--- src/rtl/fetch_ctrl_if.sv ---
// Instruction-memory request/acknowledge port of the fetch stage.
// master: fetch_ctrl drives imem_req/imem_addr; slave: imem returns ack/rdata.
interface fetch_ctrl_if;
    logic        imem_req;
    logic [31:0] imem_addr;
    logic        imem_ack;
    logic [31:0] imem_rdata;

    modport master (
        output imem_req,
        output imem_addr,
        input  imem_ack,
        input  imem_rdata
    );

    modport slave (
        input  imem_req,
        input  imem_addr,
        output imem_ack,
        output imem_rdata
    );
endinterface

--- src/rtl/fetch_ctrl.sv ---
// Fetch-stage sequencer: owns the PC, handshakes with variable-latency imem,
// buffers one instruction for D (f_*), applies D redirects, flags timeouts.
// Ports: clk, reset (sync, active-high), imem (fetch_ctrl_if.master),
// d_stall/d_redirect/d_target from D, f_valid/f_instr/f_pc/f_pcplus8/f_err out.
module fetch_ctrl #(
    parameter logic [31:0] RESET_PC = 32'h0000_3000,
    parameter int          TIMEOUT  = 16,
    parameter int          CNT_W    = 8
) (
    input  logic               clk,
    input  logic               reset,
    fetch_ctrl_if.master       imem,
    input  logic               d_stall,
    input  logic               d_redirect,
    input  logic [31:0]        d_target,
    output logic               f_valid,
    output logic [31:0]        f_instr,
    output logic [31:0]        f_pc,
    output logic [31:0]        f_pcplus8,
    output logic               f_err
);

    typedef enum logic [1:0] {
        S_REQ  = 2'd0,
        S_IDLE = 2'd1,
        S_ERR  = 2'd2
    } state_t;

    state_t           state, state_n;
    logic [31:0]      pc, pc_n;
    logic             pend_valid, pend_valid_n;
    logic [31:0]      pend_target, pend_target_n;
    logic [CNT_W-1:0] wait_cnt, wait_cnt_n;
    logic             f_valid_n;
    logic [31:0]      f_instr_n;
    logic [31:0]      f_pc_n;
    logic             f_err_n;

    // Request side depends on registered state only.
    assign imem.imem_req  = (state == S_REQ);
    assign imem.imem_addr = pc;
    assign f_pcplus8      = f_pc + 32'd8;

    always_comb begin
        state_n       = state;
        pc_n          = pc;
        pend_valid_n  = pend_valid;
        pend_target_n = pend_target;
        wait_cnt_n    = wait_cnt;
        f_valid_n     = f_valid;
        f_instr_n     = f_instr;
        f_pc_n        = f_pc;
        f_err_n       = f_err;
        unique case (state)
            S_REQ: begin
                if (imem.imem_ack) begin
                    f_instr_n    = imem.imem_rdata;
                    f_pc_n       = pc;
                    f_valid_n    = 1'b1;
                    wait_cnt_n   = '0;
                    state_n      = S_IDLE;
                    pend_valid_n = 1'b0;
                    // The instruction just returned is the delay slot;
                    // a redirect seen now or earlier steers the next fetch.
                    if (d_redirect)
                        pc_n = d_target;
                    else if (pend_valid)
                        pc_n = pend_target;
                    else
                        pc_n = pc + 32'd4;
                end else begin
                    wait_cnt_n = wait_cnt + 1'b1;
                    // Address must stay stable until ack, so park it.
                    if (d_redirect) begin
                        pend_valid_n  = 1'b1;
                        pend_target_n = d_target;
                    end
                    if (wait_cnt == CNT_W'(TIMEOUT - 1)) begin
                        state_n = S_ERR;
                        f_err_n = 1'b1;
                    end
                end
            end
            S_IDLE: begin
                // pc not yet requested, so retarget it directly.
                if (d_redirect)
                    pc_n = d_target;
                if (!d_stall) begin
                    f_valid_n = 1'b0;
                    state_n   = S_REQ;
                end
            end
            S_ERR: begin
                f_valid_n = 1'b0;
            end
            default: begin
                state_n = S_ERR;
                f_err_n = 1'b1;
            end
        endcase
    end

    always_ff @(posedge clk) begin
        if (reset) begin
            state       <= S_REQ;
            pc          <= RESET_PC;
            pend_valid  <= 1'b0;
            pend_target <= '0;
            wait_cnt    <= '0;
            f_valid     <= 1'b0;
            f_instr     <= '0;
            f_pc        <= '0;
            f_err       <= 1'b0;
        end else begin
            state       <= state_n;
            pc          <= pc_n;
            pend_valid  <= pend_valid_n;
            pend_target <= pend_target_n;
            wait_cnt    <= wait_cnt_n;
            f_valid     <= f_valid_n;
            f_instr     <= f_instr_n;
            f_pc        <= f_pc_n;
            f_err       <= f_err_n;
        end
    end

endmodule

--- src/flat_wrapper.sv ---
// flat-port wrapper written by rule: the top's interface ports become plain ports
module fetch_ctrl_flat 
#(
    parameter logic [31:0] RESET_PC = 32'h0000_3000,
    parameter int          TIMEOUT  = 16,
    parameter int          CNT_W    = 8
)
  (clk, reset, d_stall, d_redirect, d_target, f_valid, f_instr, f_pc, f_pcplus8, f_err, imem_imem_req, imem_imem_addr, imem_imem_ack, imem_imem_rdata);
  fetch_ctrl_if imem_i ();
  input  logic clk;
  input  logic reset;
  input  logic d_stall;
  input  logic d_redirect;
  input  logic [31:0] d_target;
  output logic f_valid;
  output logic [31:0] f_instr;
  output logic [31:0] f_pc;
  output logic [31:0] f_pcplus8;
  output logic f_err;
  output wire logic [$bits(imem_i.imem_req)-1:0] imem_imem_req;
  output wire logic [$bits(imem_i.imem_addr)-1:0] imem_imem_addr;
  input wire logic [$bits(imem_i.imem_ack)-1:0] imem_imem_ack;
  input wire logic [$bits(imem_i.imem_rdata)-1:0] imem_imem_rdata;
  assign imem_imem_req = imem_i.imem_req;
  assign imem_imem_addr = imem_i.imem_addr;
  assign imem_i.imem_ack = imem_imem_ack;
  assign imem_i.imem_rdata = imem_imem_rdata;
  fetch_ctrl #(.RESET_PC(RESET_PC), .TIMEOUT(TIMEOUT), .CNT_W(CNT_W)) u_core (.clk(clk), .reset(reset), .imem(imem_i), .d_stall(d_stall), .d_redirect(d_redirect), .d_target(d_target), .f_valid(f_valid), .f_instr(f_instr), .f_pc(f_pc), .f_pcplus8(f_pcplus8), .f_err(f_err));
endmodule
--- config.mk ---
export PLATFORM = sky130hd
export DESIGN_NAME = fetch_ctrl_flat
export DESIGN_NICKNAME = d
export VERILOG_FILES = /design/src/rtl/fetch_ctrl_if.sv /design/src/rtl/fetch_ctrl.sv /design/src/flat_wrapper.sv
export SDC_FILE = /design/constraint.sdc
export NUM_CORES = 1
export LEC_CHECK = 0
export CAP_MARGIN = 10
export CELL_PAD_IN_SITES_DETAIL_PLACEMENT = 0
export CELL_PAD_IN_SITES_GLOBAL_PLACEMENT = 2
export CORE_UTILIZATION = 26
export CTS_CLUSTER_DIAMETER = 60
export DETAILED_ROUTE_END_ITERATION = 6
export MAX_ROUTING_LAYER = met4
export PLACE_DENSITY_LB_ADDON = 0.12
export SETUP_SLACK_MARGIN = 0.4
export SYNTH_ARGS = -nofsm -noshare
export SYNTH_HDL_FRONTEND = slang
export SYNTH_SLANG_ARGS = --single-unit
--- constraint.sdc ---
create_clock -name clk -period 2.1 [get_ports clk]
set_input_delay 0.315 -clock clk [delete_from_list [all_inputs] [get_ports clk]]
set_output_delay 0.315 -clock clk [all_outputs]
set_load 0.05 [all_outputs]
==> results of run 1 <==
-- routing by layer --
layer	part of all wire (%)	wire, um	GRT usage (%)	vias up
li1	-	-	-	3712
met1	48	12300	26.8	3418
met2	45	11700	28.8	204
met3	5.2	1350	3.72	28
met4	1.6	403	4.92	0
met5	0	0	-	-
-- cells in the mapped netlist, types with 3 or more instances --
master	n	share of area, %
nor2_1	34	1.9
inv_1	9	0.49
buf_1	7	0.38
mux2i_1	6	0.87
o22ai_1	3	0.27
nor3_1	18	1.3
nand4_1	15	1.4
xor2_1	15	1.9
buf_4	6	0.65
nand2_1	256	14
o311ai_0	3	0.38
a311oi_1	4	0.51
nand3_1	42	3.1
dfxtp_1	141	41
clkbuf_1	39	2.1
nand2b_1	6	0.55
o211ai_1	8	0.87
nor2b_1	3	0.27
and2_1	7	0.64
nor3b_1	4	0.44
a211oi_1	8	0.87
nor4_1	7	0.64
nand3b_1	4	0.44
buf_2	15	1.1
ha_1	7	1.3
and4_1	6	0.76
o21ai_1	3	0.22
and3_1	19	1.7
o21ai_0	24	1.7
a21oi_1	139	10
xnor2_1	22	2.8
-- state kept, by name, summed over array words and instances, names as in the netlist --
signal and flops:
u_core.state 2, u_core.f_valid 1, u_core.f_pc 32, u_core.f_instr 32, u_core.pend_valid 1, u_core.f_err 1
u_core.pend_target 32, u_core.wait_cnt 8, u_core.imem.imem_addr 32
-- critical path: cells and delay by family, from the launching register on --
kind | cells | cell delay, ns
simple gates | 4 | 0.81
flops | 1 | 0.36
buf+inv | 2 | 0.32
xor+xnor | 1 | 0.17
-- worst max path at each step --
stage / from / to / slack, ns / depth (start not counted)
floorplan: u_core.f_pc[5] / f_pcplus8[26] / -0.01 / 4
global placement: d_redirect / u_core.imem.imem_addr[31] / 0.02 / 6
detailed placement: d_redirect / u_core.imem.imem_addr[23] / 0.02 / 6
CTS: u_core.f_pc[3] / f_pcplus8[31] / -0.36 / 8
global route: u_core.f_pc[8] / f_pcplus8[30] / -0.44 / 7
finish: u_core.f_pc[8] / f_pcplus8[30] / -0.31 / 7
-- through the flow --
step           hold slack, ns  total power, W  TNS [ns]  worst slack [ns]
2_1_floorplan           0.431         0.00863   -0.0278           -0.0104
3_3_place_gp            0.438          0.0114         0            0.0202
3_5_place_dp            0.444          0.0114         0            0.0204
4_1_cts                 0.298          0.0157     -5.47            -0.363
5_1_grt                 0.340          0.0171     -7.02            -0.440
6_report                0.329          0.0163     -4.55            -0.312
-- cells by family after synthesis --
kind of cell / count (synthesis) / synth area share (%)
and+or+nand+nor: 436 / 29.1
AOI/OAI and AO/OA: 215 / 18.0
DFF: 141 / 41.0
buffers and inverters: 78 / 4.97
xor gates and xnor gates: 37 / 4.71
adders and majority gates: 7 / 1.27
muxes: 6 / 0.873
-- power breakdown --
| group | internal [W] | switching (W) | leakage [nW] |
|---|---|---|---|
| clock network | 0.00173 | 0.00131 | 0.286 |
| logic | 0.00389 | 0.00534 | 3.35 |
| registers | 0.00333 | 0.000667 | 1.18 |
| total | 0.00895 | 0.00732 | 4.82 |
-- cell usage in the layout, fill, tap and decap left out, drive strengths merged, types with 6 or more instances in the layout --
cell type      netlist  final
nand2              256    256
buf                 29    152
dfxtp              141    141
a21oi              139    139
clkdlybuf4s50        0     67
dlygate4sd2          0     50
nand3               42     42
nor2                38     38
clkdlybuf4s15        0     33
clkbuf              39     31
o21ai               27     27
xnor2               22     22
and3                19     19
nor3                19     19
nand4               17     17
inv                  9     17
xor2                15     15
o211ai               8      8
nor4                 8      8
a211oi               8      8
and4                 7      7
and2                 7      7
ha                   7      7
mux2i                6      6
nand2b               6      6
-- area by class of cell --
class	instances	area [sq um]
Multi-Input combinational cell	701	4810
Tap cell	335	419
Timing Repair Buffer	315	3390
Inverter	10	45.0
Fill cell	2555	13800
Sequential cell	141	2950
Clock buffer	19	454
Clock inverter	13	125
-- repair_timing --
| item | in CTS | in global routing |
|---|---|---|
| setup buffers | 28 | 22 |
| gates resized for setup | 263 | 123 |
| endpoints found under the setup margin | 150 | 91 |
| cloned | 4 | 2 |
| pin swaps | 33 | 45 |
==> results.ini, run 1 <==
[cells_and_area]
stdcell_area_sq_um=12200
diodes=0
final_nets=1262
post-route-util_pct=46.9
instances_no_fill=1534
syn2layout_area_growth_pct=77.2
layout-drive-gt1-share_pct=34.4

[hold_path]
hold_class=in -> reg
holdCritStartpoint=reset
min_to=u_core.imem.imem_addr[20]
whs_path_depth=2

[die]
io_pins=200
core_sq_um=26000
dieArea_sq_um=27100
rows=59
die_w_um=165
initial_core_util_pct=26.5
die_y_um=165

[sta]
max_freq_mhz=415
fin_ws_ns=-0.312
hold_violations=0
worst_slew_pin_slew_ns=0.560
rsz0062_at_grt=true
layout_min_cycle_time_ns=2.41
slew_headroom_pct=62.8
finalSetupViolations=20
min_period_over_period_pct=115
drv_slew=0
skew_ns=0.0105

[setup_path]
slowest_stage=dfxtp_4
critPathMaxFanout=5
worst-r2r-cell-count=9
crit_path_cell_trace=nand4_4 > nor4_4 > buf_6 > nand3_1 > nor2_4 > xor2_4 > buf_12
regToRegSetupSlack_ns=0.27
setup.worst_path.start_class=flip-flop
rr_startpoint=u_core.state[1]
worstPathRequired_ns=1.78
cpPeakStageDelay_ns=0.36
r2r-end=u_core.imem.imem_addr[24]
critPathArrivalTime_ns=2.10
critical_path_class=reg -> out
critPathCaptureType=output port

[clock_network]
h-tree-depth=4
path_clk_slew_ns=0.07
max-clock-path-buffers=2
root_buffer=clkbuf_16
cts_tree=built
postCtsHoldBufs=0
worstSkewPairLatency_ns=0.43
cts.sinks=141
cts_made_buffers=17

[place]
globalplace.congestion=0.788
place_inst=1446
hpwl_um=17500
numPortBuffers=199
place_area_sq_um=10400

[synthesis]
synth-edff-count=0
syn_avg_cell_area_sq_um=7.48
synthCells=920
synth_area_sq_um=6880
ys_ff_latch=141
async_flop_share_pct=0
yosysWarningCount=0
syn_nets=996
ys_seq_area_share_pct=41.0
synth_ff_type=dfxtp_1
synth.distinct_cells=59

[route]
viasPerCell=4.80
vias=7362
totalWireLength_um=25800
ant_nets=0
post_drt_wl_per_cell_um=16.8
post-route-drc-count=0
dr.pass1.iters=5
drt_first_iter_violations=369

[global_routing]
grt-ovfl-total=0
antenna_found_initial=0
grt_first_pass_wirelength_um=39500
grt_max_degree=67
grt_use_total_pct=19.4
grt_pass1_vias=6849

[pwr]
power.leakage_nw=4.82
irDropWorstVdd_mv=0.597
power_density_nw_per_um2=1330

[status]
run_status=finished, violations left
violations=setup timing

[job]
maxCapViolCount=0

No activity file was read; power rests on OpenSTA's default activity.
==> run 2, diff against run 1 <==
--- a/config.mk
+++ b/config.mk
@@ -17,3 +17,4 @@
 export SYNTH_ARGS = -nofsm -noshare
 export SYNTH_HDL_FRONTEND = slang
 export SYNTH_SLANG_ARGS = --single-unit
+export TNS_END_PERCENT = 10
==> run 2 against run 1 <==
Non-clock buffer count down 33. Critical endpoint is now f_pcplus8[25]. The flow still finishes with violations (setup timing). Count of clock-buffer cells in the layout unchanged. Setup slack gained 0.040 ns.
==> results.ini, run 2 (synthesis gave the netlist of run 1 again) <==
[sta]
hold_violations=0  ; unchanged
max_freq_mhz=422  ; +1.7%
rsz0062_at_grt=true
layout_min_cycle_time_ns=2.37  ; -0.0404 ns
whs_ns=0.403  ; +0.0746 ns
finalSetupViolations=18  ; -10%
setup_tns_ns=-3.48  ; +1.07 ns
min_period_over_period_pct=113  ; -1.9 points
fin_ws_ns=-0.271  ; +0.0404 ns
worst_slew_pin_slew_ns=0.605  ; +0.0449 ns
drv_slew=0  ; unchanged
slew_headroom_pct=59.7  ; -3.1 points
skew_ns=0.00751  ; -0.00299 ns

[global_routing]
grt_use_total_pct=19.0  ; -0.44 points
grt_first_pass_wirelength_um=38900  ; -1.6%
grt_max_degree=49  ; -27%
antenna_found_initial=0  ; unchanged
grt-ovfl-total=0  ; unchanged
grt_pass1_vias=6914  ; +0.95%

[cells_and_area]
final-seq-area_sq_um=2920  ; -0.81%
multi_input_area_sq_um=4590  ; -4.5%
final_nets=1229  ; -2.6%
fill_cells=2683  ; +5.0%
layout-drive-gt1-share_pct=29.7  ; -4.8 points
mostFrequentLayoutCells=nand2_1, a21oi_1, dfxtp_1
post-route-util_pct=44.4  ; -2.5 points
syn2layout_area_growth_pct=67.8
diodes=0  ; unchanged
layout_commonest_cell=nand2_1

[hold_path]
hold_class=in -> reg

[pwr]
power.leakage_nw=4.53  ; -6.0%
power_density_nw_per_um2=1300  ; -2.9%
p_sw_w=0.00684  ; -6.6%
finalPower_w=0.0149  ; -8.1%
seqPwrFrac_pct=26.3  ; +1.7 points
clkPwrFrac_pct=20.6  ; +1.9 points
internal-power_w=0.00811  ; -9.3%
p_comb_share_pct=53.1  ; -3.7 points
swShare_pct=45.7  ; +0.74 points
irDropWorstVdd_mv=0.661  ; +11%

[place]
dp_worst_setup_slack_ns=-0.0442  ; -0.0646 ns
globalplace.congestion=0.798  ; +1.2%
hpwl_um=18000  ; +2.7%
numPortBuffers=199  ; unchanged

[die]
core_sq_um=26000  ; unchanged
initial_core_util_pct=26.5  ; unchanged
dieArea_sq_um=27100  ; unchanged
io_pins=200  ; unchanged
rows=59  ; unchanged
die_w_um=165  ; unchanged
die_y_um=165  ; unchanged

[setup_path]
critical_path_class=reg -> out
cp-endpoint=f_pcplus8[25]
r2r-end=u_core.imem.imem_addr[15]
regToRegSetupSlack_ns=0.29  ; +0.02 ns
worst-r2r-cell-count=9  ; unchanged
rr_startpoint=u_core.state[1]
setup.worst_path.start_class=flip-flop
critPathArrivalTime_ns=2.06  ; -0.04 ns
critPathMaxFanout=4  ; -1
crit_start=u_core.f_pc[3]
worstPathRequired_ns=1.78  ; about the same
critPathCaptureType=output port

[clock_network]
cts.sinks=141  ; unchanged
max-clock-path-buffers=2  ; unchanged
path_clk_slew_ns=0.07  ; about the same
cts_tree=built
h-tree-depth=4  ; unchanged
cts_made_buffers=17  ; unchanged
worstSkewPairLatency_ns=0.42  ; about the same
root_buffer=clkbuf_16

[route]
totalWireLength_um=24700  ; -4.2%
post_drt_wl_per_cell_um=16.5  ; -2.1%
drt_first_iter_violations=326  ; -12%
dr.pass1.iters=5  ; unchanged
vias=7184  ; -2.4%
ant_nets=0  ; unchanged
post-route-drc-count=0  ; unchanged
viasPerCell=4.79  ; -0.27%

[job]
maxCapViolCount=0  ; unchanged

[status]
run_status=finished, violations left
violations=setup timing

## run 2: worst min-delay path by stage
stage	start	end	slack [ns]	cells after the start
global route	reset	u_core.f_pc[26]	0.42	2
detailed placement	u_core.pend_target[25]	u_core.pend_target[25]	0.44	2
CTS	reset	u_core.f_pc[24]	0.38	2
floorplan	u_core.pend_target[7]	u_core.pend_target[7]	0.43	2
finish	reset	u_core.imem.imem_addr[18]	0.40	2
global placement	u_core.pend_target[7]	u_core.pend_target[7]	0.44	2
## run 2: what timing repair did
| item | 4_1_cts | 5_1_grt |
|---|---|---|
| hold buffers | 0 | 0 |
| setup buffers | 8 | 2 |
| pin swaps | 36 | 56 |
| endpoints found under the setup margin | 243 | 121 |
| gates resized for setup | 230 | 95 |
## run 2: critical path: stages (launching register included)
cell and delay (ns):
dfxtp_4 0.36, ha_4 0.13, nand4_1 0.16, nor3_4 0.18
buf_6 0.15, nand3_4 0.15, nor2_4 0.18, xor2_4 0.17
buf_12 0.15
## run 2: routing by layer
metal	global-route usage [%]	up-vias	part of all wire, %
met5	-	-	0
met3	3.64	11	4.6
met2	28.2	168	45
met1	26.2	3362	50
li1	-	3643	-
met4	4.50	0	0.78
## run 2: final cells by class
type | instances | share of cell area (%)
clock buffers | 19 | 3.94
multi-input cells | 701 | 39.8
clock inverters | 13 | 1.20
repair buffers | 282 | 25.8
inverters | 10 | 0.369
flip-flops and latches | 141 | 25.3
well taps | 335 | 3.63
## run 2: power by group through the flow
stage / Combinational, W / Clock (W) / Sequential [W]
3_3_place_gp: 0.00745 / 0 / 0.00392
6_report: 0.00794 / 0.00308 / 0.00393
5_1_grt: 0.00850 / 0.00326 / 0.00403
3_5_place_dp: 0.00744 / 0 / 0.00393
4_1_cts: 0.00754 / 0.00317 / 0.00389
2_1_floorplan: 0.00287 / 0 / 0.00544
## run 2: through the flow
step,area [sq um],std cells
final,11500,1501
after global routing,11500,1501
after detailed placement,10400,1459
after CTS,11200,1499
after floorplan,7370,920
after global placement,10400,1459
==> variant 1, RTL diff (settings of run 1) <==
Reset style: asynchronous (`reset`), changed in one clocked block.
--- a/src/rtl/fetch_ctrl.sv
+++ b/src/rtl/fetch_ctrl.sv
@@ -100,7 +100,7 @@
         endcase
     end
 
-    always_ff @(posedge clk) begin
+    always_ff @(posedge clk or posedge reset) begin
         if (reset) begin
             state       <= S_REQ;
             pc          <= RESET_PC;
Check against the original RTL: differs if reset is asserted again (counterexample within 4 cycles, from zero or initial values and one cycle with reset high); with reset held inactive, the same outputs for 4 cycles.
==> variant 1 against run 1 <==
The run still ends with negative setup slack left; combinational power is 32% higher; worst setup slack worse by 0.075 ns; sequential share of layout area rose by 1.8 points; final area grew 13%; synthesized area increased by 4.5%; routed wire length grew 9.0%; critical path depth unchanged; sequential cell count is the same; count of clock-buffer cells in the layout stayed put; global-route usage rose by 1.1 points; total power increased by 29%; critical endpoint is now f_pcplus8[20]; largest cell class unchanged.
==> variant 1: results (changes against run 1) <==
status:
  status: "finished, violations left"  # unchanged
  failed_checks: "negative setup slack"  # unchanged
routing:
  wl_met3_um: 1260  # was 1350 um
  wl_met2_um: 13800  # was 11700 um
  wl_per_cell_um: 20.5  # was 16.8 um
  m1WireLength_um: 12500  # was 12300 um
  vias: 6776  # was 7362
  drtPass1Iterations: 4  # was 5
  drt_iter0_drc: 392  # was 369
final_layout:
  signal_buffers: 366  # was 315
  fillers: 2350  # was 2555
  inv_count: 19  # was 10
  clk_share_pct: 4.68  # was 4.75%
  buffer_area_share_pct: 30.5  # was 27.8%
  multi_input_area_um2: 4870  # was 4810 um2
  finalNetCount: 1096  # was 1262
  nFlopsAndLatches: 141  # unchanged
  regArea_um2: 3590  # was 2950 um2
setup_path:
  reg2reg_depth: 10  # was 9
  path_max_fanout: 7  # was 5
  timing.rr.end: "u_core.pend_target[18]"  # was u_core.imem.imem_addr[24]
  regToRegStartpoint: "u_core.state[1]"  # unchanged
  critPathLaunch: "u_core.f_pc[13]"  # was u_core.f_pc[8]
placement:
  dp_slack_ns: 0.0134  # was 0.0204 ns
  routabilityCongestion: 0.819  # was 0.788
  place_area_um2: 11000  # was 10400 um2
  dp_hpwl_um: 17800  # was 17500 um
yosys:
  synth-async-reset-ratio_pct: 100  # was 0%
  synth-xor-area-share_pct: 5.36  # was 4.71%
  yosys-top-cells-count: "139 x dfrtp_1, 90 x mux2_2, 52 x nand2_1"  # was 256 x nand2_1, 141 x dfxtp_1, 139 x a21oi_1
  synth.top_cells.by_area: "dfrtp_1 48%, mux2_2 14%, xnor2_1 4.4%, a21oi_1 2.9%, nand3_1 2.7%"  # was dfxtp_1 41%, nand2_1 14%, a21oi_1 10%, nand3_1 3.1%, xnor2_1 2.8%
  synth-main-ff-cell: "dfrtp_1"  # was dfxtp_1
  synthAdderAreaFrac_pct: 1.22  # was 1.27%
  synth_mux_area_share_pct: 14.8  # was 0.873%
  syn_nets: 749  # was 996
  synth-compound-area-share_pct: 10.8  # was 18.0%
global_route:
  grt_util_met1_pct: 26.1  # was 26.8%
  met3_usage_pct: 3.71  # was 3.72%
  grt_max_degree: 36  # was 67
  grt_pass1_vias: 7140  # was 6849
power:
  p_seq_share_pct: 25.6  # was 24.6%
  pg_clk_w: 0.00337  # was 0.00304 W
  leakage_nw: 5.95  # was 4.82 nW
  p_switching_w: 0.00965  # was 0.00732 W
timing:
  setup_violations: 22  # was 20
  whs_ns: 0.317  # was 0.329 ns
  finalClockSkew_ns: 0.00830  # was 0.0105 ns
  setup_ws_ns: -0.387  # was -0.312 ns
  final.setup.tns_ns: -5.04  # was -4.55 ns
  slew_headroom_pct: 58.9  # was 62.8%
clock_network:
  cts_setup_buffers: 66  # was 28
floorplan:
  die_w_um: 168  # was 165 um
worst_hold_path:
  hp-class: "in -> async"  # was in -> reg
variant 1: changes by cell type after synthesis, sizes merged, moves of 23 or more:
cell    change
dfxtp     -141
dfrtp     +139
clkbuf     -23
mux2       +90
nand2     -204
a21oi      -98
variant 1: through the flow:
step / instances / total power [W] / util, %
2_1_floorplan: 673 / 0.0123 / -
3_3_place_gp: 1234 / 0.0166 / 40.6
3_5_place_dp: 1234 / 0.0167 / 40.6
4_1_cts: 1344 / 0.0208 / 49.1
5_1_grt: 1374 / 0.0219 / 51.1
6_report: 1374 / 0.0210 / 51.1
variant 1: how the worst max path moves through the flow:
| stage | to | slack [ns] |
|---|---|---|
| floorplan | f_pcplus8[29] | -0.15 |
| global placement | f_pcplus8[20] | 0.03 |
| detailed placement | f_pcplus8[20] | 0.01 |
| CTS | f_pcplus8[29] | -0.38 |
| global route | f_pcplus8[20] | -0.53 |
| finish | f_pcplus8[20] | -0.39 |
==> variant 2, RTL diff (flow settings as in run 1) <==
Without the edit above. `CNT_W` is set to 8 in 2 places; all go to 6.
--- a/src/rtl/fetch_ctrl.sv
+++ b/src/rtl/fetch_ctrl.sv
@@ -5,7 +5,7 @@
 module fetch_ctrl #(
     parameter logic [31:0] RESET_PC = 32'h0000_3000,
     parameter int          TIMEOUT  = 16,
-    parameter int          CNT_W    = 8
+    parameter int          CNT_W    = 6
 ) (
     input  logic               clk,
     input  logic               reset,
--- a/src/flat_wrapper.sv
+++ b/src/flat_wrapper.sv
@@ -3,7 +3,7 @@
 #(
     parameter logic [31:0] RESET_PC = 32'h0000_3000,
     parameter int          TIMEOUT  = 16,
-    parameter int          CNT_W    = 8
+    parameter int          CNT_W    = 6
 )
   (clk, reset, d_stall, d_redirect, d_target, f_valid, f_instr, f_pc, f_pcplus8, f_err, imem_imem_req, imem_imem_addr, imem_imem_ack, imem_imem_rdata);
   fetch_ctrl_if imem_i ();
Function: same outputs for any inputs over 4 cycles, from zero or initial values and one cycle with reset high; that may be too few to reach the edited logic, so the function may still have changed.
==> variant 2 against run 1 <==
The run still ends with negative setup slack left; final area is 3.3% higher; synthesized area is 0.24% lower; worst setup slack better by 0.051 ns; sequential share of layout area down 0.62 points; maximum frequency increased by 2.2%; sequential cell count fell by 2; routed wire length rose by 2.3%; count of clock-buffer cells in the layout unchanged; utilization rose by 1.5 points; first-iteration DRC count grew 12%; final cell count fell by 0.26%; total power fell by 6.4%; clock power about the same; largest cell class unchanged; largest power group unchanged; highest routed layer unchanged.
==> variant 2: results (changes against run 1) <==
timing:
  max_slew.worst_pin.slew_ns: 0.544  # was 0.560 ns
  setup_violations: 21  # was 20
  whs_ns: 0.314  # was 0.329 ns
  final.setup.tns_ns: -3.14  # was -4.55 ns
  setup_ws_ns: -0.260  # was -0.312 ns
placement:
  dp_slack_ns: -0.0417  # was 0.0204 ns
  dp_hpwl_um: 17500  # about the same
  place_area_um2: 10500  # was 10400 um2
final_layout:
  multi_input_area_share_pct: 39.1  # was 39.4%
  signal_buffers: 332  # was 315
  multi_input_gates: 681  # was 701
  buffer_area_share_pct: 29.0  # was 27.8%
  finalNetCount: 1258  # was 1262
  clk_share_pct: 4.66  # was 4.75%
  inv_count: 11  # was 10
  multi_input_area_um2: 4920  # was 4810 um2
status:
  status: "finished, violations left"  # unchanged
  failed_checks: "negative setup slack"  # unchanged
setup_path:
  reg2reg_slack_ns: 0.31  # was 0.27 ns
  cp-endpoint: "f_pcplus8[26]"  # was f_pcplus8[30]
  path_max_fanout: 6  # was 5
  reg2reg_depth: 10  # was 9
power:
  power_w: 0.0152  # was 0.0163 W
  intPower_w: 0.00842  # was 0.00895 W
  combPwrFrac_pct: 54.5  # was 56.8%
  leakage_nw: 4.84  # was 4.82 nW
routing:
  wl_um: 26400  # was 25800 um
  via_per_inst: 4.85  # was 4.80
  drt_iter0_drc: 412  # was 369
global_route:
  track_usage_pct: 19.3  # was 19.4%
  grt_max_degree: 48  # was 67
yosys:
  ys_ff_latch: 139  # was 141
  synthAdderAreaFrac_pct: 1.28  # was 1.27%
  synth.top_cells.by_area: "dfxtp_1 41%, nand2_1 14%, a21oi_1 11%, xnor2_1 3.3%, clkbuf_1 2.9%"  # was dfxtp_1 41%, nand2_1 14%, a21oi_1 10%, nand3_1 3.1%, xnor2_1 2.8%
  ys_types: 62  # was 59
  synth-xor-area-share_pct: 4.85  # was 4.71%
  yosys-top-cells-count: "248 x nand2_1, 145 x a21oi_1, 139 x dfxtp_1"  # was 256 x nand2_1, 141 x dfxtp_1, 139 x a21oi_1
  synth-compound-area-share_pct: 19.9  # was 18.0%
  synth.avg_cell_area_um2: 7.61  # was 7.48 um2
variant 2: what timing repair did:
item                                    in CTS  in global routing
buffers inserted                            29                 20
endpoints found under the setup margin     158                117
gates cloned                                 3                  6
pin swaps                                   38                 61
resized for setup                          244                167
variant 2: logic make-up after synthesis:
group,after synthesis
xor gates and xnor gates,38
muxes,3
buffers and inverters,83
AOI/OAI and AO/OA,227
adders and majority gates,7
DFF,139
and+or+nand+nor,405
variant 2: per-layer routing:
| metal | share of wire, % | wire length (um) | GRT usage, % | vias to the layer above |
|---|---|---|---|---|
| met1 | 48 | 12700 | 27.1 | 3525 |
| met3 | 4.2 | 1120 | 3.21 | 14 |
| met5 | 0 | 0 | - | - |
| met2 | 47 | 12300 | 28.7 | 185 |
| met4 | 0.97 | 256 | 4.55 | 0 |
| li1 | - | - | - | 3694 |
